### src/rtl/rggen_avalon_pipeline_slice_pkg.sv
// Shared Avalon response codes and the register-slice FSM encoding.
package rggen_avalon_pipeline_slice_pkg;

  localparam logic [1:0] RGGEN_AVALON_OKAY        = 2'b00;
  localparam logic [1:0] RGGEN_AVALON_RESERVED    = 2'b01;
  localparam logic [1:0] RGGEN_AVALON_SLAVEERROR  = 2'b10;
  localparam logic [1:0] RGGEN_AVALON_DECODEERROR = 2'b11;

  typedef enum logic [1:0] {
    IDLE    = 2'd0,
    BUSY    = 2'd1,
    RESPOND = 2'd2
  } slice_state_e;

endpackage

### src/rtl/rggen_avalon_pipeline_slice.sv
// Avalon-MM register slice: command registered to o_m_* one edge after the request,
// response registered one edge after downstream accept; one transfer in flight, upstream stalled via waitrequest.
module rggen_avalon_pipeline_slice
  import rggen_avalon_pipeline_slice_pkg::*;
#(
  parameter int ADDRESS_WIDTH = 8,
  parameter int BUS_WIDTH     = 32
)(
  input  logic                     i_clk,
  input  logic                     i_rst,
  input  logic                     i_s_read,
  input  logic                     i_s_write,
  input  logic [ADDRESS_WIDTH-1:0] i_s_address,
  input  logic [BUS_WIDTH/8-1:0]   i_s_byteenable,
  input  logic [BUS_WIDTH-1:0]     i_s_writedata,
  output logic                     o_s_waitrequest,
  output logic [1:0]               o_s_response,
  output logic [BUS_WIDTH-1:0]     o_s_readdata,
  output logic                     o_m_read,
  output logic                     o_m_write,
  output logic [ADDRESS_WIDTH-1:0] o_m_address,
  output logic [BUS_WIDTH/8-1:0]   o_m_byteenable,
  output logic [BUS_WIDTH-1:0]     o_m_writedata,
  input  logic                     i_m_waitrequest,
  input  logic [1:0]               i_m_response,
  input  logic [BUS_WIDTH-1:0]     i_m_readdata
);

  slice_state_e state;

  always_ff @(posedge i_clk or posedge i_rst) begin
    if (i_rst) begin
      state           <= IDLE;
      o_m_read        <= 1'b0;
      o_m_write       <= 1'b0;
      o_m_address     <= '0;
      o_m_byteenable  <= '0;
      o_m_writedata   <= '0;
      o_s_waitrequest <= 1'b1;
      o_s_response    <= RGGEN_AVALON_OKAY;
      o_s_readdata    <= '0;
    end else begin
      case (state)
        IDLE: begin
          if (i_s_read || i_s_write) begin
            state          <= BUSY;
            // A simultaneous read and write is treated as a write only.
            o_m_read       <= i_s_read && !i_s_write;
            o_m_write      <= i_s_write;
            o_m_address    <= i_s_address;
            o_m_byteenable <= i_s_byteenable;
            o_m_writedata  <= i_s_writedata;
          end
        end
        BUSY: begin
          if (!i_m_waitrequest) begin
            state           <= RESPOND;
            o_m_read        <= 1'b0;
            o_m_write       <= 1'b0;
            o_s_waitrequest <= 1'b0;
            o_s_response    <= i_m_response;
            o_s_readdata    <= o_m_read ? i_m_readdata : '0;
          end
        end
        RESPOND: begin
          state           <= IDLE;
          o_s_waitrequest <= 1'b1;
        end
        default: begin
          state           <= IDLE;
          o_m_read        <= 1'b0;
          o_m_write       <= 1'b0;
          o_s_waitrequest <= 1'b1;
        end
      endcase
    end
  end

endmodule
### config.mk
export PLATFORM = sky130hd
export DESIGN_NAME = rggen_avalon_pipeline_slice
export DESIGN_NICKNAME = d
export VERILOG_FILES = /design/src/rtl/rggen_avalon_pipeline_slice_pkg.sv /design/src/rtl/rggen_avalon_pipeline_slice.sv
export SDC_FILE = /design/constraint.sdc
export NUM_CORES = 1
export LEC_CHECK = 0
export BUFFER_PORTS_ARGS = -buffer_cell sky130_fd_sc_hd__buf_2
export CAP_MARGIN = 20
export CORE_ASPECT_RATIO = 1.75
export CORE_UTILIZATION = 40
export DETAILED_ROUTE_END_ITERATION = 8
export PLACE_DENSITY = 0.75
export SYNTH_ARGS = -nofsm -noshare
export SYNTH_HDL_FRONTEND = slang
export SYNTH_SLANG_ARGS = --single-unit
### constraint.sdc
create_clock -name i_clk -period 2.79 [get_ports i_clk]
set_input_delay 0.558 -clock i_clk [delete_from_list [all_inputs] [get_ports i_clk]]
set_output_delay 0.558 -clock i_clk [all_outputs]
set_load 0.01 [all_outputs]
==> run summary <==
Synthesized instance count - 261
Clk Latency, worst-skew pair - 330 ps
Register area share after synthesis - 63.8%
Post-route setup TNS - 0 ps
Clock tree buffer depth - 2
RSZ-0062 raised after global routing - false
CTS tree - built
Num CTS Buffers - 9
Max VDD drop - 466 µV
Syn Nets - 344
Routed wl met2 - 3.56 mm
Multi-input logic area - 0.00103 mm²
DR DRC count - 0
Final Hold Fails - 0
Worst R2R End - o_s_response[0]
Core area - 0.00791 mm²
Worst slew pin tran - 683 ps
Vias/cell - 4.68
CTS Root Cell - clkbuf_16
Async SR Flop Fraction - 100%
Port buffer count - 163
Largest net degree at the start of global routing - 68
Area grow syn2layout - 34.8%
Die X - 70.2 µm
Fillcell total - 684
Max cap viols - 0
GPL Wtd Cong - 0.747
Worst Setup End Kind - flop
Max Fanout on Critical Path - 67
CTS resizes - 0
Met3 wire len - 448 µm
Num rows - 43
DR iter-0 viols - 125
Clk sink count - 83
Final Critical Period - 1750 ps
R2R Setup Slk - 1040 ps
# Post-CTS Setup Buffers - 0
Post-route insts no fill - 515
Initial Util - 41.2%
Tot Pwr - 4600 µW
Die area - 0.00852 mm²
Period utilisation layout - 62.7%
Synth cell types - 19
Leakage - 0.00223 µW
Max_slew headroom - 54.4%
Fin nets - 505
DR top layer - met4
GR Util All Layers - 16.4%
Status - finished, final reports clean
Vias - 2412
Reg2reg path depth - 2
Final WL - 6.63 mm
Worst EP required - 2990 ps
Antenna Violating Nets Remaining - 0
DR pass1 iterations - 4
Reg area - 0.00208 mm²
Max frequency - 0.572 GHz
GR Overflow Total - 0
Length of routed wiring on met1 - 2.53 mm
Diodes inserted - 0
Placed cell count - 501
Post-synth EDFFs - 0
Top_reg_cell synth - dfrtp_1
Final hold slack - 319 ps
Worst EP arrival - 1950 ps
HPWL after DPL - 4.96 mm
IO Pins - 164
Post-Syn Area per Cell - 12.5 µm²
Synth Register Bits - 83
Mapped cell area - 0.00326 mm²
Setup violations, final - 0
Power Density - 1050 mW/mm²
Clock slew at reported path FFs - 60 ps
WL per Instance - 12.9 µm
Vias in the first global route - 2473
Count of pins over their slew limit - 0
Hold/Removal Path Class - in -> async
Count of hold-fix buffers inserted at cts - 0
H-Tree Depth - 3
Critical path type - reg -> reg
Antenna violations before repair - 0
Die height - 121 µm
Crit start category - flop
Warnings from Yosys - 0
Layout cells sized above 1 - 52.9%
Final Skew - 7.24 ps
RR Startpoint - state[0]
First-pass GRT wire length - 10.9 mm
==> sequential cells by signal, summed over array words and instances (netlist names) <==
| name | flops |
|---|---|
| o_m_writedata | 32 |
| o_s_readdata | 32 |
| o_m_address | 8 |
| o_m_byteenable | 4 |
| o_s_response | 2 |
| state | 2 |
| o_m_read | 1 |
| o_m_write | 1 |
| o_s_waitrequest | 1 |
==> cell type report <==
| class | instances | area share (%) |
|---|---|---|
| multi-input combinational | 157 | 23.5 |
| sequential | 83 | 47.3 |
| inverter | 5 | 0.456 |
| clock inverter | 3 | 1.48 |
| tap | 90 | 2.56 |
| timing repair buffer | 166 | 19.4 |
| clock buffer | 11 | 5.30 |
==> routing by layer <==
| metal | track usage, % | vias to the layer above |
|---|---|---|
| met3 | 4.98 | 5 |
| met1 | 17.8 | 1127 |
| li1 | - | 1185 |
| met4 | 6.75 | 0 |
| met2 | 29.0 | 95 |
| met5 | 0 | - |
==> Yosys cell counts (2+ instances only) <==
| cell | instances | area, µm² |
|---|---|---|
| a211o_1 | 2 | 17.5 |
| buf_6 | 9 | 101 |
| clkbuf_1 | 7 | 26.3 |
| dfrtp_1 | 82 | 2050 |
| inv_1 | 5 | 18.8 |
| mux2_1 | 3 | 33.8 |
| mux2_2 | 41 | 462 |
| mux2_4 | 2 | 30.0 |
| nand2_1 | 66 | 248 |
| nor2_1 | 2 | 7.51 |
| o21ai_0 | 34 | 170 |
==> power breakdown <==
group | leakage, µW | internal [µW] | switching (µW)
registers | 0.00103 | 1680 | 248
clock network | 0.000145 | 772 | 419
logic | 0.00105 | 731 | 742
==> through the flow <==
stage | instance area [µm²] | utilization [%] | setup WS (ps)
after global placement | 4100 | 51.8 | 955
after global routing | 4390 | 55.5 | 959
after CTS | 4390 | 55.5 | 1030
after detailed placement | 4100 | 51.8 | 869
final | 4390 | 55.5 | 1040
after floorplan | 3260 | - | 96.9
==> worst max path at each step <==
stage	from	endpoint	slack, ps
finish	state[0]	o_s_response[0]	1040
global placement	i_s_write	o_m_byteenable[0]	950
global route	state[0]	o_s_response[0]	960
CTS	state[0]	o_m_writedata[17]	1030
detailed placement	i_s_write	o_m_byteenable[1]	870
floorplan	i_rst	o_m_address[0]	100
==> kinds of logic (layout without fill, tap and decap cells) <==
family | count (synthesis) | after routing | synth area share, %
buffers and inverters | 21 | 185 | 4.49
AO/OA/AOI/OAI | 39 | 39 | 6.53
flip-flops | 83 | 83 | 63.8
multiplexers | 46 | 46 | 16.1
AND/OR/NAND/NOR | 72 | 72 | 9.06
==> placed cells by master (no fill, tap or decap) <==
master / instances
nor2b_1: 1
inv_1: 4
mux2_4: 2
buf_4: 2
mux2_1: 3
a31oi_1: 1
buf_2: 163
o21ai_0: 34
o311a_1: 1
or3b_4: 1
bufinv_16: 2
clkbuf_1: 2
nor3_4: 1
clkinv_2: 2
nor2_1: 2
clkbuf_16: 9
buf_12: 1
dfstp_2: 1
mux2_2: 41
nand2_1: 66
a211o_1: 2
dfrtp_1: 82
a32oi_1: 1
nand2b_1: 1
==> worst max-delay path, stage by stage, from the launching register on <==
cell and delay (ps):
dfrtp_1 550, or3b_4 680, mux2_4 380
(Power assumes the default switching activity.)
